[config.mk]
export PLATFORM = sky130hd
export DESIGN_NAME = pcie_tag_mode_tracker
export DESIGN_NICKNAME = d
export VERILOG_FILES = /design/src/rtl/pcie_tag_mode_tracker.sv
export SDC_FILE = /design/constraint.sdc
export NUM_CORES = 1
export LEC_CHECK = 0
export BUFFER_PORTS_ARGS = -buffer_cell sky130_fd_sc_hd__buf_2
export CORE_MARGIN = 3
export CORE_UTILIZATION = 30
export CTS_BUF_LIST = sky130_fd_sc_hd__clkbuf_4 sky130_fd_sc_hd__clkbuf_8
export DETAILED_ROUTE_END_ITERATION = 10
export PLACE_DENSITY = 0.61
export SLEW_MARGIN = 15
export SYNTH_ARGS = -nofsm -noshare
export SYNTH_HDL_FRONTEND = slang
export SYNTH_SLANG_ARGS = --single-unit
[constraint.sdc]
create_clock -name clk -period 6 [get_ports clk]
set_clock_uncertainty 0.15 [all_clocks]
set_input_delay 0.6 -clock clk [delete_from_list [all_inputs] [get_ports clk]]
set_output_delay 0.6 -clock clk [all_outputs]
set_load 0.03 [all_outputs]
[src/rtl/pcie_tag_mode_tracker.sv]
`default_nettype none
`timescale 1ns/1ps
// +----------------------------------------------------------------------------+
// | pcie_tag_mode_tracker                                                      |
// | Per-PF/VF PCIe tag-mode tracker fed by the PCIe SS control-shadow stream;  |
// | VF table built only when PCIE_TAG_VF_TRACK_EN is defined.                  |
// | Revision: 1.0                                                              |
// +----------------------------------------------------------------------------+
module pcie_tag_mode_tracker #(
    parameter int NUM_PF = 8,
    parameter int NUM_VF = 64,
    parameter int REG_IN = 1,
    parameter int CNT_W  = 16
) (
    input  logic                  clk,
    input  logic                  rst_n,
    input  logic                  ctrlshdw_tvalid,
    input  logic [39:0]           ctrlshdw_tdata,
    output logic [3*NUM_PF-1:0]   pf_tag_mode,
    output logic [2:0]            tag_mode_min,
    input  logic                  lkup_valid,
    input  logic [2:0]            lkup_pf,
    input  logic [10:0]           lkup_vf,
    input  logic                  lkup_vf_active,
    output logic                  lkup_rsp_valid,
    output logic [2:0]            lkup_rsp_mode,
    output logic                  chg_valid,
    output logic [2:0]            chg_pf,
    output logic [10:0]           chg_vf,
    output logic                  chg_vf_active,
    output logic [CNT_W-1:0]      chg_cnt,
    output logic                  err_range
);

    localparam logic [2:0] c_MODE_5B  = 3'b001;
    localparam logic [2:0] c_MODE_8B  = 3'b010;
    localparam logic [2:0] c_MODE_10B = 3'b100;

    logic        w_s1_valid;
    logic [39:0] w_s1_data;

    generate
        if (REG_IN != 0) begin : g_reg_in
            logic        r_valid;
            logic [39:0] r_data;
            always_ff @(posedge clk or negedge rst_n) begin
                if (!rst_n) begin
                    r_valid <= 1'b0;
                    r_data  <= '0;
                end else begin
                    r_valid <= ctrlshdw_tvalid;
                    r_data  <= ctrlshdw_tdata;
                end
            end
            assign w_s1_valid = r_valid;
            assign w_s1_data  = r_data;
        end else begin : g_no_reg_in
            assign w_s1_valid = ctrlshdw_tvalid;
            assign w_s1_data  = ctrlshdw_tdata;
        end
    endgenerate

    logic [2:0]  w_rec_pf;
    logic [10:0] w_rec_vf;
    logic        w_rec_vfa;
    logic        w_rec_ext;
    logic        w_rec_en10;
    logic [2:0]  w_rec_mode;
    logic        w_rec_pf_oor;

    assign w_rec_pf     = w_s1_data[2:0];
    assign w_rec_vf     = w_s1_data[13:3];
    assign w_rec_vfa    = w_s1_data[14];
    assign w_rec_ext    = w_s1_data[29];
    assign w_rec_en10   = w_s1_data[30];
    assign w_rec_mode   = !w_rec_ext ? c_MODE_5B : (w_rec_en10 ? c_MODE_10B : c_MODE_8B);
    assign w_rec_pf_oor = ({1'b0, w_rec_pf} >= 4'(NUM_PF));

    logic w_unused_data;
    assign w_unused_data = &{1'b0, w_s1_data[39:31], w_s1_data[28:15]};

    logic       w_wr_pf;
    logic       w_wr_any;
    logic       w_rng_err;
    logic [2:0] w_old;
    logic [2:0] w_lk_mode;
    logic [2:0] w_pf_tbl [NUM_PF];

    generate
        for (genvar gi = 0; gi < NUM_PF; gi++) begin : g_pf
            logic [2:0] r_mode;
            always_ff @(posedge clk or negedge rst_n) begin
                if (!rst_n)
                    r_mode <= c_MODE_5B;
                else if (w_wr_pf && (w_rec_pf == 3'(gi)))
                    r_mode <= w_rec_mode;
            end
            assign w_pf_tbl[gi]              = r_mode;
            assign pf_tag_mode[3*gi +: 3]    = r_mode;
        end
    endgenerate

    // PF reads fall back to 5-bit when the index matches no tracked PF
    logic [2:0] w_pf_old;
    logic [2:0] w_lk_pf_mode;
    always_comb begin
        w_pf_old     = c_MODE_5B;
        w_lk_pf_mode = c_MODE_5B;
        for (int i = 0; i < NUM_PF; i++) begin
            if (w_rec_pf == 3'(i)) w_pf_old     = w_pf_tbl[i];
            if (lkup_pf  == 3'(i)) w_lk_pf_mode = w_pf_tbl[i];
        end
        if (w_wr_pf && (w_rec_pf == lkup_pf))
            w_lk_pf_mode = w_rec_mode;
    end

`ifdef PCIE_TAG_VF_TRACK_EN
    localparam int c_VF_IW = (NUM_VF > 1) ? $clog2(NUM_VF) : 1;

    logic       w_rec_vf_oor;
    logic       w_lk_pf_oor;
    logic       w_lk_vf_oor;
    logic       w_wr_vf;
    logic [2:0] w_vf_tbl [NUM_VF];
    logic [2:0] w_vf_old;
    logic [2:0] w_lk_vf_mode;

    assign w_rec_vf_oor = ({1'b0, w_rec_vf} >= 12'(NUM_VF));
    assign w_lk_pf_oor  = ({1'b0, lkup_pf}  >= 4'(NUM_PF));
    assign w_lk_vf_oor  = ({1'b0, lkup_vf}  >= 12'(NUM_VF));
    assign w_rng_err    = w_s1_valid && (w_rec_pf_oor || (w_rec_vfa && w_rec_vf_oor));
    assign w_wr_pf      = w_s1_valid && !w_rng_err && !w_rec_vfa;
    assign w_wr_vf      = w_s1_valid && !w_rng_err &&  w_rec_vfa;
    assign w_wr_any     = w_wr_pf || w_wr_vf;

    generate
        for (genvar gv = 0; gv < NUM_VF; gv++) begin : g_vf
            logic [2:0] r_mode;
            always_ff @(posedge clk or negedge rst_n) begin
                if (!rst_n)
                    r_mode <= c_MODE_5B;
                else if (w_wr_vf && (w_rec_vf == 11'(gv)))
                    r_mode <= w_rec_mode;
            end
            assign w_vf_tbl[gv] = r_mode;
        end
    endgenerate

    assign w_vf_old = w_rec_vf_oor ? c_MODE_5B : w_vf_tbl[w_rec_vf[c_VF_IW-1:0]];
    assign w_old    = w_rec_vfa ? w_vf_old : w_pf_old;

    always_comb begin
        w_lk_vf_mode = w_lk_vf_oor ? c_MODE_5B : w_vf_tbl[lkup_vf[c_VF_IW-1:0]];
        if (w_wr_vf && (w_rec_vf == lkup_vf))
            w_lk_vf_mode = w_rec_mode;
        if (w_lk_pf_oor || w_lk_vf_oor)
            w_lk_vf_mode = c_MODE_5B;
    end

    assign w_lk_mode = lkup_vf_active ? w_lk_vf_mode : w_lk_pf_mode;
`else
    // Without VF storage, VF records are dropped silently and VF lookups alias to their PF
    assign w_rng_err = w_s1_valid && !w_rec_vfa && w_rec_pf_oor;
    assign w_wr_pf   = w_s1_valid && !w_rec_vfa && !w_rec_pf_oor;
    assign w_wr_any  = w_wr_pf;
    assign w_old     = w_pf_old;
    assign w_lk_mode = w_lk_pf_mode;

    logic w_unused_vf;
    assign w_unused_vf = &{1'b0, lkup_vf, lkup_vf_active, (NUM_VF > 0)};
`endif

    logic w_chg;
    assign w_chg = w_wr_any && (w_rec_mode != w_old);

    logic w_any_5b;
    logic w_any_8b;
    always_comb begin
        w_any_5b = 1'b0;
        w_any_8b = 1'b0;
        for (int i = 0; i < NUM_PF; i++) begin
            w_any_5b = w_any_5b | w_pf_tbl[i][0];
            w_any_8b = w_any_8b | w_pf_tbl[i][1];
        end
    end

    always_ff @(posedge clk or negedge rst_n) begin
        if (!rst_n) begin
            tag_mode_min   <= c_MODE_5B;
            chg_valid      <= 1'b0;
            chg_pf         <= '0;
            chg_vf         <= '0;
            chg_vf_active  <= 1'b0;
            chg_cnt        <= '0;
            err_range      <= 1'b0;
            lkup_rsp_valid <= 1'b0;
            lkup_rsp_mode  <= c_MODE_5B;
        end else begin
            tag_mode_min   <= w_any_5b ? c_MODE_5B : (w_any_8b ? c_MODE_8B : c_MODE_10B);
            chg_valid      <= w_chg;
            err_range      <= w_rng_err;
            lkup_rsp_valid <= lkup_valid;
            if (lkup_valid)
                lkup_rsp_mode <= w_lk_mode;
            if (w_chg) begin
                chg_pf        <= w_rec_pf;
                chg_vf        <= w_rec_vf;
                chg_vf_active <= w_rec_vfa;
                if (chg_cnt != {CNT_W{1'b1}})
                    chg_cnt <= chg_cnt + 1'b1;
            end
        end
    end

endmodule
`default_nettype wire

==> results.sh, run 1 <==
export IMPL_power_density_mw_per_mm2=366
export IMPL_gr_total_overflow=0
export IMPL_cp_endpoint="chg_vf[7]$_DFFE_PN0P_"
export IMPL_synth_edf_count=0
export IMPL_worstRegToRegCells=7
export IMPL_syn_to_final_growth_pct=21.2
export IMPL_io_pins=123
export IMPL_via_count=2633
export IMPL_cts_root_buf="clkbuf_8"
export IMPL_avgSynthCellArea_sq_um=12.0
export IMPL_syn_area_sq_mm=0.00365
export IMPL_clock_path_buffers=2
export IMPL_synthDistinctLibCells=47
export IMPL_required_ns=6.09
export IMPL_switchingPower_mw=0.551
export IMPL_critPathKind="register to register"
export IMPL_period_share_pct=56.0
export IMPL_die_h_um=116
export IMPL_yosys_top_cells_area="dfrtp_1 (49%), dfstp_2 (7.2%), mux2_2 (5.9%), xnor2_1 (4.1%), mux2_4 (3.3%)"
export IMPL_critPathCaptureType="register"
export IMPL_vias_per_cell=4.92
export IMPL_final_cells=535
export IMPL_grt_pass1_wl_mm=13.5
export IMPL_dp_cells=519
export IMPL_final_hold_viol_count=0
export IMPL_ys_warn_count=0
export IMPL_report_final_slew_viol_count=0
export IMPL_pwr_share_clk_pct=29.4
export IMPL_maxCapViolCount=0
export IMPL_reg2reg_slack_ns=2.64
export IMPL_hold_ws_ns=0.200
export IMPL_synth_top_area_share_pct=48.7
export IMPL_status="completed"
export IMPL_setup_viol=0
export IMPL_cts_hold_buf=0
export IMPL_wl_mm=8.33
export IMPL_peakVddDrop_uv=121
export IMPL_async_reset_ff_share_pct=100
export IMPL_worstMarginPinSlew_ns=0.995
export IMPL_final_nets=447
export IMPL_drc_errors=0
export IMPL_hpwl_mm=5.92
export IMPL_seq_power_share_pct=44.4
export IMPL_drtIter0Drc=148
export IMPL_track_usage_pct=13.0
export IMPL_die_width_um=116
export IMPL_htreeDepth=3
export IMPL_cts_sinks=81
export IMPL_core_area_sq_mm=0.0117
export IMPL_clk_pin_slew_ns=0.08
export IMPL_leakage_nw=2.07
export IMPL_cts_made_buffers=9
export IMPL_gp_congestion=0.819
export IMPL_r2r_start="g_reg_in.r_data[1]$_DFF_PN0_"
export IMPL_clk_latency_ns=0.35
export IMPL_firstDrtPassIters=4
export IMPL_antenna_cells=0
export IMPL_yosys_area_top_type="dfrtp_1"
export IMPL_swShare_pct=34.0
export IMPL_holdCritPathClass="primary input to register"
export IMPL_internal_power_mw=1.07
export IMPL_ys_ff_latch=81
export IMPL_utilization_pct=37.9
export IMPL_clock_fmax_ghz=0.298
export IMPL_wl_per_cell_um=15.6
export IMPL_crit_arrival_ns=3.45
export IMPL_cp_startpoint="g_reg_in.r_data[1]$_DFF_PN0_"
export IMPL_grt_pass1_vias=2535
export IMPL_yosysMostFrequentCell="dfrtp_1"
export IMPL_combPwrFrac_pct=26.2
export IMPL_ant_nets=0
export IMPL_cts_tree="yes"
export IMPL_ys_seq_area_share_pct=55.9
export IMPL_cts_resized_gates=0
export IMPL_critPathMaxFanout=24
export IMPL_start_util_pct=31.3
export IMPL_dieArea_sq_mm=0.0135
export IMPL_syn_inst=304
export IMPL_synth_common_cells="dfrtp_1 (71), nand2_1 (31), mux2_2 (19)"
export IMPL_grt_max_degree=82
export IMPL_cts_setup_buffers=0
export IMPL_maxSlewHeadroom_pct=33.7
export IMPL_synth_nets=364
export IMPL_antenna_found_initial=0
export IMPL_row_count=39
export IMPL_finalCriticalPeriod_ns=3.36
export IMPL_start_kind="register"
export IMPL_r2r_end="chg_vf[7]$_DFFE_PN0P_"
export IMPL_layout_drive_gt1_share_pct=37.8
export IMPL_numPortBuffers=86
export IMPL_rsz0062_at_grt="no"
export IMPL_final_setup_tns_ns=0
export IMPL_synth_main_ff_cell="dfrtp_1"
## metrics by stage
step / area [sq um] / total power [mW] / setup slack (ns)
floorplan: 3650 / 1.02 / 3.42
global placement: 4180 / 1.15 / 2.63
detailed placement: 4180 / 1.16 / 2.59
CTS: 4420 / 1.65 / 2.60
global route: 4420 / 1.71 / 2.45
finish: 4420 / 1.62 / 2.64
## cell usage in the layout, fill, tap and decap left out, drive strengths merged, types with 4 or more instances in the layout
master / synthesis / final
buf: 9 / 86
mux4: 6 / 6
nand2: 32 / 32
dfstp: 10 / 10
nand4: 9 / 9
clkbuf: 5 / 9
nand3: 10 / 10
xnor2: 17 / 17
nor2b: 5 / 5
nor4: 5 / 5
dfrtp: 71 / 71
nand2b: 4 / 4
and3: 9 / 9
o21ai: 17 / 17
mux2i: 6 / 6
mux2: 27 / 27
a21oi: 12 / 12
nor2: 15 / 15
nor3: 5 / 5
## critical path, stage by stage, from the launching register on
cell,delay [ns]
dfrtp_1,0.88
mux4_1,0.63
mux2_2,0.31
nand2_1,0.07
a21oi_1,0.07
mux2i_4,0.47
nand2_4,0.29
mux2_4,0.37
## per-layer routing
metal  global-route usage (%)  vias up  wire length, um
li1                         -     1253                -
met1                     17.9     1302             3900
met2                     19.5       67             3780
met3                     3.26       11              502
met4                     5.34        0              141
met5                        0        -                0
## sequential cells by signal (all words and copies together) (netlist names), 3 cells and up
signal and flops:
g_reg_in.r_data 17, chg_cnt 16, chg_pf 3, g_pf.r_mode 24, lkup_rsp_mode 3, chg_vf 11
tag_mode_min 3
## layout make-up
class	count	area [sq um]
well taps	143	179
fillers	1139	7240
clock inverters	7	119
inverters	3	11.3
multi-input cells	206	1520
repair buffers	86	433
flip-flops and latches	81	2040
clock buffers	9	124
## logic make-up (layout without fill, tap and decap cells)
group	after synthesis	in the layout	share of synthesized area, %
AND/OR/NAND/NOR	106	106	15.2
flip-flops	81	81	55.9
AO/OA/AOI/OAI	41	41	6.75
multiplexers	39	39	14.9
XOR/XNOR	18	18	4.32
buffers and inverters	17	105	2.50
adder cells (fa/ha/maj)	1	1	0.343
other	1	1	0.103
## worst min path at each step
stage | start | endpoint | slack, ns | cells past startpoint
after floorplan | rst_n | chg_cnt[0]$_DFFE_PN0P_ | 0.15 | 0
after global placement | g_reg_in.r_data[4]$_DFF_PN0_ | chg_vf[1]$_DFFE_PN0P_ | 0.31 | 1
after detailed placement | g_reg_in.r_data[6]$_DFF_PN0_ | chg_vf[3]$_DFFE_PN0P_ | 0.31 | 1
after CTS | ctrlshdw_tdata[12] | g_reg_in.r_data[12]$_DFF_PN0_ | 0.18 | 1
after global routing | ctrlshdw_tdata[4] | g_reg_in.r_data[4]$_DFF_PN0_ | 0.17 | 1
final | ctrlshdw_tdata[9] | g_reg_in.r_data[9]$_DFF_PN0_ | 0.20 | 1
## power groups by stage
stage | registers (mW) | clock network, mW | logic [mW]
3_3_place_gp | 0.726 | 0 | 0.426
4_1_cts | 0.720 | 0.496 | 0.431
3_5_place_dp | 0.729 | 0 | 0.430
2_1_floorplan | 0.856 | 0 | 0.161
5_1_grt | 0.734 | 0.520 | 0.458
6_report | 0.719 | 0.476 | 0.424
(Power assumes the default switching activity.)
==> inputs of run 2 (changes only) <==
--- a/config.mk
+++ b/config.mk
@@ -10,7 +10,7 @@
 export CORE_UTILIZATION = 30
 export CTS_BUF_LIST = sky130_fd_sc_hd__clkbuf_4 sky130_fd_sc_hd__clkbuf_8
 export DETAILED_ROUTE_END_ITERATION = 10
-export PLACE_DENSITY = 0.61
+export PLACE_DENSITY = 0.63
 export SLEW_MARGIN = 15
 export SYNTH_ARGS = -nofsm -noshare
 export SYNTH_HDL_FRONTEND = slang
==> constraint.sdc (replaced) <==
create_clock -name clk -period 3 [get_ports clk]
set_clock_uncertainty 0.15 [all_clocks]
set_input_delay 0.3 -clock clk [delete_from_list [all_inputs] [get_ports clk]]
set_output_delay 0.3 -clock clk [all_outputs]
set_load 0.03 [all_outputs]
==> results.sh, run 2 (synthesis gave the netlist of run 1 again) <==
export IMPL_ant_nets=0
export IMPL_mostFrequentLayoutCell="buf_2"
export IMPL_start_util_pct=31.3
export IMPL_finalCriticalPeriod_ns=2.74
export IMPL_peakVddDrop_uv=242
export IMPL_htreeDepth=3
export IMPL_grt_pass1_wl_mm=14.3
export IMPL_hold_ws_ns=-0.0636
export IMPL_numPortBuffers=86
export IMPL_antenna_found_initial=0
export IMPL_regMostFlops="g_pf.r_mode"
export IMPL_clk_latency_ns=0.36
export IMPL_wl_mm=8.64
export IMPL_path_cells="buf_4 > or3b_2 > o31ai_1 > a32oi_1 > a211oi_2 > mux2i_4 > nand2_4 > mux2_2"
export IMPL_final_hold_viol_count=41
export IMPL_report_final_slew_viol_count=0
export IMPL_worstMarginPinSlew_ns=1.02
export IMPL_hpwl_mm=6.11
export IMPL_gp_congestion=0.806
export IMPL_internal_power_mw=2.11
export IMPL_clk_pin_slew_ns=0.08
export IMPL_leakage_nw=2.17
export IMPL_violations="hold timing"
export IMPL_required_ns=3.10
export IMPL_start_kind="register"
export IMPL_holdCritPathClass="primary input to asynchronous set/reset pin"
export IMPL_cts_root_buf="clkbuf_8"
export IMPL_switchingPower_mw=1.11
export IMPL_place_ws_ns=0.121
export IMPL_die_width_um=116
export IMPL_final_nets=472
export IMPL_cts_tree="yes"
export IMPL_power_density_mw_per_mm2=692
export IMPL_period_share_pct=91.2
export IMPL_total_power_mw=3.21
export IMPL_dieArea_sq_mm=0.0135
export IMPL_crit_arrival_ns=2.84
export IMPL_clock_fmax_ghz=0.365
export IMPL_swShare_pct=34.5
export IMPL_final_setup_tns_ns=0
export IMPL_clock_path_buffers=2
export IMPL_vias_per_cell=4.83
export IMPL_maxCapViolCount=0
export IMPL_largest_reg_flops=24
export IMPL_cts_setup_buffers=0
export IMPL_firstDrtPassIters=4
export IMPL_reg_top3="g_pf.r_mode (24), g_reg_in.r_data (17), chg_cnt (16)"
export IMPL_critPathKind="register to register"
export IMPL_cts_made_buffers=9
export IMPL_grt_pass1_vias=2771
export IMPL_seq_power_share_pct=44.7
export IMPL_cts_sinks=81
export IMPL_final_cell_mix="buf_2 (85), dfrtp_1 (71), nand2_1 (31), mux2_2 (19), dlygate4sd3_1 (19)"
export IMPL_pwr_share_clk_pct=27.8
export IMPL_maxSlewHeadroom_pct=31.9
export IMPL_combPwrFrac_pct=27.5
export IMPL_core_area_sq_mm=0.0117
export IMPL_antenna_cells=0
export IMPL_critPathCaptureType="register"
export IMPL_row_count=39
export IMPL_gr_total_overflow=0
export IMPL_slowest_stage="or3b_2"
export IMPL_status="finished, violations left"
export IMPL_cp_slowest_stage_delay_ns=0.46
export IMPL_setup_viol=0
export IMPL_drc_errors=0
export IMPL_drtIter0Drc=164
export IMPL_grt_max_degree=82
export IMPL_layout_drive_gt1_share_pct=37.0
export IMPL_via_count=2700
export IMPL_rsz0062_at_grt="no"
export IMPL_critPathMaxFanout=22
export IMPL_setup_ws_ns=0.264
export IMPL_wl_per_cell_um=15.5
export IMPL_io_pins=123
export IMPL_die_h_um=116
export IMPL_syn_to_final_growth_pct=27.2
export IMPL_track_usage_pct=13.8
run 2: worst max-delay path: cells and delay by family, from the launching register on:
family          cells  cell delay, ns
simple gates        2            0.71
compound gates      3            0.52
buf+inv             1            0.29
flops               1            0.43
mux                 2            0.52
run 2: area by class of cell:
| cell class | count | area, sq um |
|---|---|---|
| Clock inverter | 4 | 76.3 |
| Fill cell | 1126 | 7020 |
| Clock buffer | 11 | 145 |
| Tap cell | 143 | 179 |
| Sequential cell | 81 | 2040 |
| Multi-Input combinational cell | 206 | 1520 |
| Timing Repair Buffer | 111 | 668 |
| Inverter | 3 | 11.3 |
run 2: path summary, 6_finish.rpt:
kind,start,endpoint,slack [ns],depth (start not counted)
min in group clk,g_reg_in.r_data[7]$_DFF_PN0_,chg_vf[4]$_DFFE_PN0P_,0.33,1
setup / recovery,g_reg_in.r_data[1]$_DFF_PN0_,chg_vf[2]$_DFFE_PN0P_,0.26,8
hold / removal,rst_n,g_pf[2].r_mode[2]$_DFFE_PN0P_,-0.06,1
hold reg to reg,g_reg_in.r_data[7]$_DFF_PN0_,chg_vf[4]$_DFFE_PN0P_,0.33,1
setup reg to reg,g_reg_in.r_data[1]$_DFF_PN0_,chg_vf[2]$_DFFE_PN0P_,0.26,8
max in group asynchronous,rst_n,g_pf[5].r_mode[2]$_DFFE_PN0P_,2.06,1
run 2: power groups by stage:
stage	clock, mW	combinational, mW	sequential [mW]
after global routing	0.975	0.952	1.47
after floorplan	0	0.321	1.71
final	0.895	0.884	1.44
after detailed placement	0	0.873	1.45
after CTS	0.925	0.894	1.44
after global placement	0	0.861	1.45
run 2: what timing repair did:
action	CTS	global route
endpoints found under the hold margin	19	0
gates resized for setup	0	1
setup endpoints to repair	0	6
hold buffers	19	0
run 2: routing by layer:
layer | share of wire (%) | global-route usage [%] | wire length (um)
met4 | 1.5 | 6.19 | 133
met5 | 0 | 0 | 0
met1 | 45 | 18.8 | 3930
met2 | 47 | 20.9 | 4090
met3 | 5.6 | 3.32 | 484
run 2: per-stage QoR:
stage	std cells	instance area (sq um)	hold WS (ns)	utilization, %
2_1_floorplan	304	3650	-0.146	-
3_3_place_gp	525	4230	0.257	36.2
3_5_place_dp	525	4230	0.259	36.2
4_1_cts	559	4640	0.00167	39.8
5_1_grt	559	4640	0.0588	39.8
6_report	559	4640	-0.0636	39.8
